## src/rtl/vga_pkg.sv

```systemverilog
// VGA 640x480@60 shared timing constants and pixel/coordinate types.
// Latency: n/a (package only).
// Backpressure: n/a.
// Imported by the scan generator, its interface and the screen renderers.
package vga_pkg;

  // Default 640x480@60 timing, in pixels / lines.
  localparam int DEF_H_VIS  = 640;
  localparam int DEF_H_FP   = 16;
  localparam int DEF_H_SYNC = 96;
  localparam int DEF_H_BP   = 48;
  localparam int DEF_V_VIS  = 480;
  localparam int DEF_V_FP   = 10;
  localparam int DEF_V_SYNC = 2;
  localparam int DEF_V_BP   = 33;

  localparam int H_TOTAL      = DEF_H_VIS + DEF_H_FP + DEF_H_SYNC + DEF_H_BP;  // 800
  localparam int V_TOTAL      = DEF_V_VIS + DEF_V_FP + DEF_V_SYNC + DEF_V_BP;  // 525
  localparam int H_SYNC_START = DEF_H_VIS + DEF_H_FP;                          // 656
  localparam int H_SYNC_END   = H_SYNC_START + DEF_H_SYNC;                     // 752
  localparam int V_SYNC_START = DEF_V_VIS + DEF_V_FP;                          // 490
  localparam int V_SYNC_END   = V_SYNC_START + DEF_V_SYNC;                     // 492

  typedef logic [9:0]  coord_t;
  typedef logic [23:0] rgb_t;

endpackage

```

## src/rtl/vga_scan_gen_if.sv

```systemverilog
// Scan-generator <-> renderer/DAC bundle.
// Latency: n/a (wiring only).
// Backpressure: none; the raster is free-running.
// master = scan generator (drives coords, sync, RGB); slave = renderer/DAC side
// (drives color_in for the current x/y).
interface vga_scan_gen_if;
  import vga_pkg::*;

  rgb_t       color_in;    // {R,G,B} for current x/y, combinational in x/y
  coord_t     x;           // horizontal counter
  coord_t     y;           // vertical counter
  logic       active;      // x/y inside the visible area
  logic       pix_en;      // pixel strobe
  logic       frame_tick;  // one-clk pulse at start of vertical blanking
  logic       hsync;       // negative polarity
  logic       vsync;       // negative polarity
  logic       blank_n;     // high on visible pixels
  logic [7:0] vga_r;
  logic [7:0] vga_g;
  logic [7:0] vga_b;

  modport master (
    input  color_in,
    output x, y, active, pix_en, frame_tick,
    output hsync, vsync, blank_n, vga_r, vga_g, vga_b
  );

  modport slave (
    output color_in,
    input  x, y, active, pix_en, frame_tick,
    input  hsync, vsync, blank_n, vga_r, vga_g, vga_b
  );

endinterface

```

## src/rtl/scan_axis_counter.sv

```systemverilog
// One raster axis counter: counts 0..TOTAL-1 on step_i, wraps to 0.
// Latency: count updates on the clk edge where step_i is high.
// Backpressure: none; wrap_o is a same-cycle decode (step_i at terminal count).
// Ports: clk, rst_n, step_i (advance), cnt_o (registered count), wrap_o.
module scan_axis_counter
  import vga_pkg::*;
#(
  parameter int TOTAL = 800
) (
  input  logic   clk,
  input  logic   rst_n,
  input  logic   step_i,
  output coord_t cnt_o,
  output logic   wrap_o
);

  coord_t cnt_q, cnt_d;
  logic   at_end;

  assign at_end = (cnt_q == coord_t'(TOTAL - 1));
  assign wrap_o = step_i & at_end;

  always_comb begin
    cnt_d = cnt_q;
    if (step_i) begin
      cnt_d = at_end ? '0 : cnt_q + coord_t'(1);
    end
  end

  always_ff @(posedge clk or negedge rst_n) begin
    if (!rst_n) cnt_q <= '0;
    else        cnt_q <= cnt_d;
  end

  assign cnt_o = cnt_q;

endmodule

```

## src/rtl/vga_scan_gen.sv

```systemverilog
// VGA raster scan generator + registered pixel output stage.
// Latency: RGB/hsync/vsync/blank_n lag x/y by exactly one pixel (one pix_en).
// Backpressure: none; free-running, all outputs hold between pix_en strobes.
// Ports: clk, rst_n (async active-low), vga (vga_scan_gen_if.master).
// Build option VGA_PIX_DIV2_EN: pix_en toggles every clk (clk = 2x pixel rate);
// undefined, pix_en is 1 out of reset and clk is the pixel clock.
module vga_scan_gen
  import vga_pkg::*;
#(
  parameter int H_VIS  = DEF_H_VIS,
  parameter int H_FP   = DEF_H_FP,
  parameter int H_SYNC = DEF_H_SYNC,
  parameter int H_BP   = DEF_H_BP,
  parameter int V_VIS  = DEF_V_VIS,
  parameter int V_FP   = DEF_V_FP,
  parameter int V_SYNC = DEF_V_SYNC,
  parameter int V_BP   = DEF_V_BP
) (
  input  logic           clk,
  input  logic           rst_n,
  vga_scan_gen_if.master vga
);

  localparam int H_TOT    = H_VIS + H_FP + H_SYNC + H_BP;
  localparam int V_TOT    = V_VIS + V_FP + V_SYNC + V_BP;
  localparam int HS_START = H_VIS + H_FP;
  localparam int HS_END   = HS_START + H_SYNC;
  localparam int VS_START = V_VIS + V_FP;
  localparam int VS_END   = VS_START + V_SYNC;

  // Counters are 10 bits wide; larger totals cannot be represented.
  if (H_TOT > 1023 || V_TOT > 1023) begin : g_total_check
    $error("vga_scan_gen: line/frame total exceeds 1023");
  end

  // Pixel strobe.
  logic pix_en_q;

  always_ff @(posedge clk or negedge rst_n) begin
    if (!rst_n) begin
      pix_en_q <= 1'b0;
    end else begin
`ifdef VGA_PIX_DIV2_EN
      pix_en_q <= ~pix_en_q;
`else
      pix_en_q <= 1'b1;
`endif
    end
  end

  // Raster counters; vertical steps on the horizontal wrap.
  coord_t h_cnt, v_cnt;
  logic   h_wrap, v_wrap;

  scan_axis_counter #(.TOTAL(H_TOT)) u_h_cnt (
    .clk    (clk),
    .rst_n  (rst_n),
    .step_i (pix_en_q),
    .cnt_o  (h_cnt),
    .wrap_o (h_wrap)
  );

  scan_axis_counter #(.TOTAL(V_TOT)) u_v_cnt (
    .clk    (clk),
    .rst_n  (rst_n),
    .step_i (h_wrap),
    .cnt_o  (v_cnt),
    .wrap_o (v_wrap)
  );

  // Coordinates after the current step; used to register `active` so it lines
  // up with the new x/y without a combinational path from the counters.
  coord_t x_d, y_d;

  always_comb begin
    x_d = h_wrap ? '0 : h_cnt + coord_t'(1);
    y_d = v_cnt;
    if (h_wrap) begin
      y_d = v_wrap ? '0 : v_cnt + coord_t'(1);
    end
  end

  // Output stage: everything sampled on the same pix_en so colour and sync
  // carry the same one-pixel delay.
  logic active_q, blank_n_q, hsync_q, vsync_q, frame_tick_q;
  rgb_t rgb_q;

  always_ff @(posedge clk or negedge rst_n) begin
    if (!rst_n) begin
      active_q     <= 1'b1;   // counters reset to (0,0), which is visible
      blank_n_q    <= 1'b0;
      hsync_q      <= 1'b1;
      vsync_q      <= 1'b1;
      rgb_q        <= '0;
      frame_tick_q <= 1'b0;
    end else begin
      // Stepping off the last visible line onto (0, V_VIS).
      frame_tick_q <= h_wrap & (v_cnt == coord_t'(V_VIS - 1));
      if (pix_en_q) begin
        active_q  <= (x_d < coord_t'(H_VIS)) && (y_d < coord_t'(V_VIS));
        blank_n_q <= active_q;
        rgb_q     <= active_q ? vga.color_in : '0;
        hsync_q   <= !((h_cnt >= coord_t'(HS_START)) && (h_cnt < coord_t'(HS_END)));
        vsync_q   <= !((v_cnt >= coord_t'(VS_START)) && (v_cnt < coord_t'(VS_END)));
      end
    end
  end

  assign vga.x          = h_cnt;
  assign vga.y          = v_cnt;
  assign vga.active     = active_q;
  assign vga.pix_en     = pix_en_q;
  assign vga.frame_tick = frame_tick_q;
  assign vga.hsync      = hsync_q;
  assign vga.vsync      = vsync_q;
  assign vga.blank_n    = blank_n_q;
  assign vga.vga_r      = rgb_q[23:16];
  assign vga.vga_g      = rgb_q[15:8];
  assign vga.vga_b      = rgb_q[7:0];

endmodule

```

## src/flat_wrapper.sv

```systemverilog
// flat-port wrapper written by rule: the top's interface ports become plain ports
module vga_scan_gen_flat import vga_pkg::*;
#(
  parameter int H_VIS  = DEF_H_VIS,
  parameter int H_FP   = DEF_H_FP,
  parameter int H_SYNC = DEF_H_SYNC,
  parameter int H_BP   = DEF_H_BP,
  parameter int V_VIS  = DEF_V_VIS,
  parameter int V_FP   = DEF_V_FP,
  parameter int V_SYNC = DEF_V_SYNC,
  parameter int V_BP   = DEF_V_BP
)
  (clk, rst_n, vga_color_in, vga_x, vga_y, vga_active, vga_pix_en, vga_frame_tick, vga_hsync, vga_vsync, vga_blank_n, vga_vga_r, vga_vga_g, vga_vga_b);
  vga_scan_gen_if vga_i ();
  input  logic clk;
  input  logic rst_n;
  input wire logic [$bits(vga_i.color_in)-1:0] vga_color_in;
  output wire logic [$bits(vga_i.x)-1:0] vga_x;
  output wire logic [$bits(vga_i.y)-1:0] vga_y;
  output wire logic [$bits(vga_i.active)-1:0] vga_active;
  output wire logic [$bits(vga_i.pix_en)-1:0] vga_pix_en;
  output wire logic [$bits(vga_i.frame_tick)-1:0] vga_frame_tick;
  output wire logic [$bits(vga_i.hsync)-1:0] vga_hsync;
  output wire logic [$bits(vga_i.vsync)-1:0] vga_vsync;
  output wire logic [$bits(vga_i.blank_n)-1:0] vga_blank_n;
  output wire logic [$bits(vga_i.vga_r)-1:0] vga_vga_r;
  output wire logic [$bits(vga_i.vga_g)-1:0] vga_vga_g;
  output wire logic [$bits(vga_i.vga_b)-1:0] vga_vga_b;
  assign vga_i.color_in = vga_color_in;
  assign vga_x = vga_i.x;
  assign vga_y = vga_i.y;
  assign vga_active = vga_i.active;
  assign vga_pix_en = vga_i.pix_en;
  assign vga_frame_tick = vga_i.frame_tick;
  assign vga_hsync = vga_i.hsync;
  assign vga_vsync = vga_i.vsync;
  assign vga_blank_n = vga_i.blank_n;
  assign vga_vga_r = vga_i.vga_r;
  assign vga_vga_g = vga_i.vga_g;
  assign vga_vga_b = vga_i.vga_b;
  vga_scan_gen #(.H_VIS(H_VIS), .H_FP(H_FP), .H_SYNC(H_SYNC), .H_BP(H_BP), .V_VIS(V_VIS), .V_FP(V_FP), .V_SYNC(V_SYNC), .V_BP(V_BP)) u_core (.clk(clk), .rst_n(rst_n), .vga(vga_i));
endmodule
```

## config.mk

```make
export PLATFORM = sky130hd
export DESIGN_NAME = vga_scan_gen_flat
export DESIGN_NICKNAME = d
export VERILOG_FILES = /design/src/rtl/vga_pkg.sv /design/src/rtl/vga_scan_gen_if.sv /design/src/rtl/scan_axis_counter.sv /design/src/rtl/vga_scan_gen.sv /design/src/flat_wrapper.sv
export SDC_FILE = /design/constraint.sdc
export NUM_CORES = 1
export LEC_CHECK = 0
export BUFFER_PORTS_ARGS = -buffer_cell sky130_fd_sc_hd__buf_2
export CAP_MARGIN = 5
export CORE_MARGIN = 1.5
export CORE_UTILIZATION = 35
export CTS_BUF_LIST = sky130_fd_sc_hd__clkbuf_16
export CTS_CLUSTER_DIAMETER = 120
export CTS_CLUSTER_SIZE = 30
export DETAILED_ROUTE_END_ITERATION = 7
export HOLD_SLACK_MARGIN = 0.05
export SLEW_MARGIN = 20
export SYNTH_ARGS = -nofsm -noshare
export SYNTH_HDL_FRONTEND = slang
export SYNTH_SLANG_ARGS = --single-unit
export TNS_END_PERCENT = 30
```

## constraint.sdc

```tcl
create_clock -name clk -period 6.05 [get_ports clk]
set_input_delay 0.605 -clock clk [delete_from_list [all_inputs] [get_ports clk]]
set_output_delay 0.605 -clock clk [all_outputs]
set_load 0.03 [all_outputs]
```

# Yosys cells after proc, flatten, opt, wreduce, memory -nomap -nowiden
# Cells that the tools add are included.
# op_classes
reduce_logical	5
order_cmp	6
n_shift	0
mux	6
n_eq_ne	3
bitwise	3
n_div	0
n_addsub	2
multipliers	0
# ops
op	count
10-bit 2-to-1 mux	5
24-bit 2-to-1 mux	1
10-bit by 1-bit adder with 10-bit output (second input constant)	2
10-bit == test (second input constant)	2
10-bit < comparator (second input constant)	2
10-bit by 9-bit < comparator with 1-bit output (second input constant)	2
10-bit by 9-bit == test with 1-bit output (second input constant)	1
10-bit greater-or-equal comparator (second input constant)	1
10-bit by 9-bit greater-or-equal comparator with 1-bit output (second input constant)	1
1-bit bitwise AND	3
1-bit logical AND	3
1-bit logical NOT	2
# totals
romBits	0
memories	0
reg_bits	50
output_inout_bits	50
latchBits	0
in_bits	26
ramBits	0
wordCells	34

# Longest topological paths before layout
# logic_depth
depth_word	7
ltp_mapped	8
depth_no_buf	7

# By module
# A second synthesis with hierarchy kept.
# unflattened
hier_cells	243
area_unflattened_um2	2361.0
# by_module_without_submodules
module	seq_area_each_um2	instances	cells_per_inst	area_per_inst_um2
vga_scan_gen	754.5	1	143	1320.0
scan_axis_counter (u_core.u_v_cnt)	250.2	1	50	530.5
scan_axis_counter (u_core.u_h_cnt)	250.2	1	50	510.5

# Least setup slack after synthesis
# No wires, ideal clock.
# synth_timing
path_kind	register to register
from	register u_core.u_h_cnt.cnt_q[7] (netlist: u_core.u_h_cnt.cnt_o[7])
to	register u_core.active_q (netlist: u_core.vga.active)
period_less_slack_ps	2220
setup_ps	79
arrival_ps	2141
path_buffers	2
slack_ps	3830
required_time_ps	5971
path_stages_with_launch	9
cell_sequence	dfrtp_1 > buf_6 > or4b_4 > nor3_4 > buf_6 > nand2_1 > nor3b_1 > o311ai_1 > a22o_1
# synth_via
elab_chain_cells	7
word_cells_on_any_way	10
classes_between	add/sub (1); order compare (2); eq/ne (1); mux (3); bitwise (2); reduce/logical (1)
# synth_rtl
item	line	source
start: declaration	scan_axis_counter.sv:17	coord_t cnt_q, cnt_d;
start signal: assignment	scan_axis_counter.sv:32	else cnt_q <= cnt_d;
parallel branches: the longest is 6 deep, another holds 10-bit by 1-bit adder with 10-bit output	-	
1-bit logical AND (*)	vga_scan_gen.sv:100	active_q <= (x_d < coord_t'(H_VIS)) && (y_d < coord_t'(V_VIS));
end signal: assignment	vga_scan_gen.sv:100	
end: declaration	vga_scan_gen.sv:85	logic active_q, blank_n_q, hsync_q, vsync_q, frame_tick_q;
# Every way passes the cells marked *.
# A chain may end at the register's enable or synchronous reset.

# Worst setup path in the final report
# layout_timing
from	register u_core.pix_en_q (netlist: u_core.vga.pix_en)
to	register u_core.active_q (netlist: u_core.vga.active)
# layout_via
elab_chain_cells	6
word_cells_on_any_way	8
classes_between	order compare (2); mux (3); bitwise (2); reduce/logical (1)
# layout_rtl
item	line	source
start: declaration	vga_scan_gen.sv:37	logic pix_en_q;
start signal: assignment	vga_scan_gen.sv:41	pix_en_q <= 1'b0;
start signal: assignment	vga_scan_gen.sv:46	pix_en_q <= 1'b1;
1-bit bitwise AND (2 in series)	scan_axis_counter.sv:21	assign wrap_o = step_i & at_end;
10-bit 2-to-1 mux	vga_scan_gen.sv:79	y_d = v_wrap ? '0 : v_cnt + coord_t'(1);
10-bit 2-to-1 mux	vga_scan_gen.sv:78	if (h_wrap) begin
10-bit by 9-bit < comparator with 1-bit output	vga_scan_gen.sv:100	
1-bit logical AND	vga_scan_gen.sv:100	
# Several ways; a longest one is shown, not always the timed one.

==> flow_summary.yaml <==
sta:
  final_hold_viol_count: 0
  tightestPinTransition_ns: 0.8371
  relSlewSlack_pct: 44.20
  fin_skew_ns: 0.003665
  rsz0062_at_grt: "no"
  finalSetupViolCount: 0
  post-route-period-util_pct: 45.18
  final.min_clock_period_ns: 2.733
  finalSetupTns_ns: 0
  fmax_mhz: 365.8
  drv_slew: 0
synth:
  yosys.area_share.adder_pct: 2.163
  syn_area_sq_um: 2313
  synth-edff-count: 0
  synth_area_leaders: "dfrtp_1 (51%), a22o_1 (6.4%), nand2_1 (4.5%), o21ai_0 (4.1%), dfstp_2 (3.4%)"
  synth_cells: 220
  yosysSeqAreaShare_pct: 54.25
  synth_most_common_cell: "dfrtp_1"
  synthSimpleGateAreaFrac_pct: 17.58
  syn_area_per_cell_sq_um: 10.52
  synth_mux_area_share_pct: 1.406
  synth_area_leader_cell: "dfrtp_1"
  synthFlopType: "dfrtp_1"
  synth_async_sr_flop_share_pct: 100.0
  syn_nets: 250
  yosys_warnings: 0
  synth_top_family_by_area: "simple AND/OR/NAND/NOR gates"
  synth.top_cell.area_share_pct: 50.84
  synth-xor-area-share_pct: 3.407
  ys_ff_latch: 50
  synth_common_cells: "dfrtp_1 (47), nand2_1 (28), o21ai_0 (19), a22o_1 (17), inv_1 (16)"
  synth-compound-area-share_pct: 15.58
  synth_cell_types: 44
clock_network:
  cts_setup_buffers: 0
  clockBufferDepth: 2
  cts_root_buffer: "clkbuf_16"
  postCtsResizedCells: 0
  clock_sinks: 50
  ctsHoldBuffers: 0
  clk_latency_ns: 0.29
  clk_pin_slew_worst_paths_ns: 0.07
  cts_tree: "done"
  htreeDepth: 2
  cts_buffers: 5
floorplanning:
  die_h_um: 84.30
  fp.coreArea_sq_um: 6386
  io_pins: 76
  rows: 29
  die_area_sq_um: 7106
  start_util_pct: 36.23
  dieWidth_um: 84.30
critical_path:
  arrival_ns: 2.96
  cp_slowest_cell: "dfrtp_1"
  path_cells: "nand4_1 > nor3_4 > o21ai_0 > and3_2 > o311ai_1 > a22o_1"
  path_max_fanout: 28
  start_kind: "register"
  required_ns: 6.28
  critical_path_class: "reg2reg"
  endpoint_kind: "register"
  cpPeakStageDelay_ns: 0.89
pwr:
  p_int_w: 0.0005844
  p_per_area_nw_per_um2: 302.0
  leakage_nw: 1.415
  p_switching_w: 0.0002852
  ir_drop_uv: 184.5
  clock_power_share_pct: 31.2
  swShare_pct: 32.80
  pwr-share-seq_pct: 46.9
  p_comb_share_pct: 21.8
grt:
  grt_pass1_vias: 1820
  grt_pass1_wl_um: 8666
  antenna_found_initial: 0
  overflow: 0
  grt_max_degree: 29
  grtUsageTotal_pct: 15.10
routing:
  dr_total_vias: 1878
  drc: 0
  dr.pass1.iters: 4
  wl_per_cell_um: 13.62
  ant_nets: 0
  vias_per_cell: 5.089
  routed_wl_um: 5024
  first_iter_violations: 54
placement:
  routabilityCongestion: 0.7689
  io_buffer_count: 75
  dp_hpwl_um: 3513
  place_inst: 362
final_layout:
  syn_to_final_growth_pct: 24.45
  drive_above_1_share_pct: 32.88
  fin_cells: 369
  diodes: 0
  nets: 322
outcome:
  outcome: "finished clean"
hold_path:
  hold_path_class: "in2async"
run:
  maxCapViolCount: 0
==> power by group through the flow <==
stage	clock [W]	sequential, W	combinational, W
finish	0.000272	0.000408	0.000190
global route	0.000295	0.000416	0.000206
CTS	0.000282	0.000408	0.000193
detailed placement	0	0.000414	0.000192
global placement	0	0.000415	0.000190
floorplan	0	0.000475	0.0000639
==> per-layer routing <==
metal | vias up | global-route usage (%) | routed length [um]
li1 | 931 | - | -
met2 | 64 | 22.33 | 2094
met1 | 876 | 21.52 | 2545
met4 | 0 | 6.259 | 76
met3 | 7 | 3.245 | 307
met5 | - | 0 | 0
==> registers in the layout, summed over array words and instances, names as in the netlist <==
signal,count
u_core.vga.hsync,1
u_core.vga.active,1
u_core.vga.vsync,1
u_core.vga.blank_n,1
u_core.vga.frame_tick,1
u_core.u_v_cnt.cnt_o,10
u_core.vga.pix_en,1
u_core.rgb_q,24
u_core.u_h_cnt.cnt_o,10
==> kinds of logic after synthesis <==
logic type | after synthesis
and+or+nand+nor | 75
AOI/OAI and AO/OA | 51
DFF | 50
buffers and inverters | 27
xor gates and xnor gates | 9
adders and majority gates | 4
muxes | 3
other | 1
==> worst max-delay path, delay by kind of cell (launching register included) <==
family / cells / cell delay (ns)
simple gates: 3 / 1.18
flops: 1 / 0.89
compound gates: 3 / 0.60
==> per-stage QoR <==
| step | utilization, % | cell area (sq um) | setup WS (ns) | power [W] | hold slack (ns) |
|---|---|---|---|---|---|
| 3_5_place_dp | 42.89 | 2739 | 3.301 | 0.0006053 | 0.4920 |
| 2_1_floorplan | - | 2313 | 3.830 | 0.0005384 | 0.3094 |
| 6_report | 45.08 | 2879 | 3.317 | 0.0008696 | 0.3233 |
| 4_1_cts | 45.08 | 2879 | 3.289 | 0.0008829 | 0.3409 |
| 5_1_grt | 45.08 | 2879 | 3.036 | 0.0009168 | 0.3735 |
| 3_3_place_gp | 42.57 | 2719 | 3.417 | 0.0006046 | 0.4900 |
==> worst paths after layout <==
kind                       depth (start not counted)                                   to  slack [ns]                         start
max in group asynchronous                          2        u_core.vga.active$_DFFE_PN1P_        5.11                         rst_n
max                                                6        u_core.vga.active$_DFFE_PN1P_        3.32   u_core.vga.pix_en$_DFF_PN0_
min reg2reg                                        1         u_core.rgb_q[13]$_DFFE_PN0P_        0.50  u_core.rgb_q[13]$_DFFE_PN0P_
min                                                1  u_core.u_v_cnt.cnt_o[3]$_DFFE_PN0N_        0.32                         rst_n
min in group clk                                   1         u_core.rgb_q[13]$_DFFE_PN0P_        0.50  u_core.rgb_q[13]$_DFFE_PN0P_
max reg2reg                                        6        u_core.vga.active$_DFFE_PN1P_        3.32   u_core.vga.pix_en$_DFF_PN0_
==> cells in the final DEF, fill, tap and decap left out, drive strengths merged, types with 3 or more instances in the layout <==
master | netlist | routed
o31ai | 3 | 3
dfstp | 3 | 3
ha | 4 | 4
buf | 2 | 76
nor4 | 3 | 3
o21ai | 20 | 20
and2 | 4 | 4
xnor2 | 6 | 6
dfrtp | 47 | 47
nand4 | 8 | 8
nor2 | 7 | 7
nand3 | 6 | 6
xor2 | 3 | 3
a22o | 17 | 17
inv | 16 | 16
and3 | 5 | 5
clkbuf | 9 | 5
nor3 | 5 | 5
nand2 | 28 | 28
==> area by class of cell <==
type | instances | area (sq um)
clock buffers | 5 | 125.1
clock inverters | 2 | 15.01
fillers | 650 | 3507
inverters | 16 | 60.06
multi-input cells | 143 | 932.1
flip-flops and latches | 50 | 1255
well taps | 77 | 96.34
repair buffers | 76 | 395.4
(Power assumes the default switching activity.)
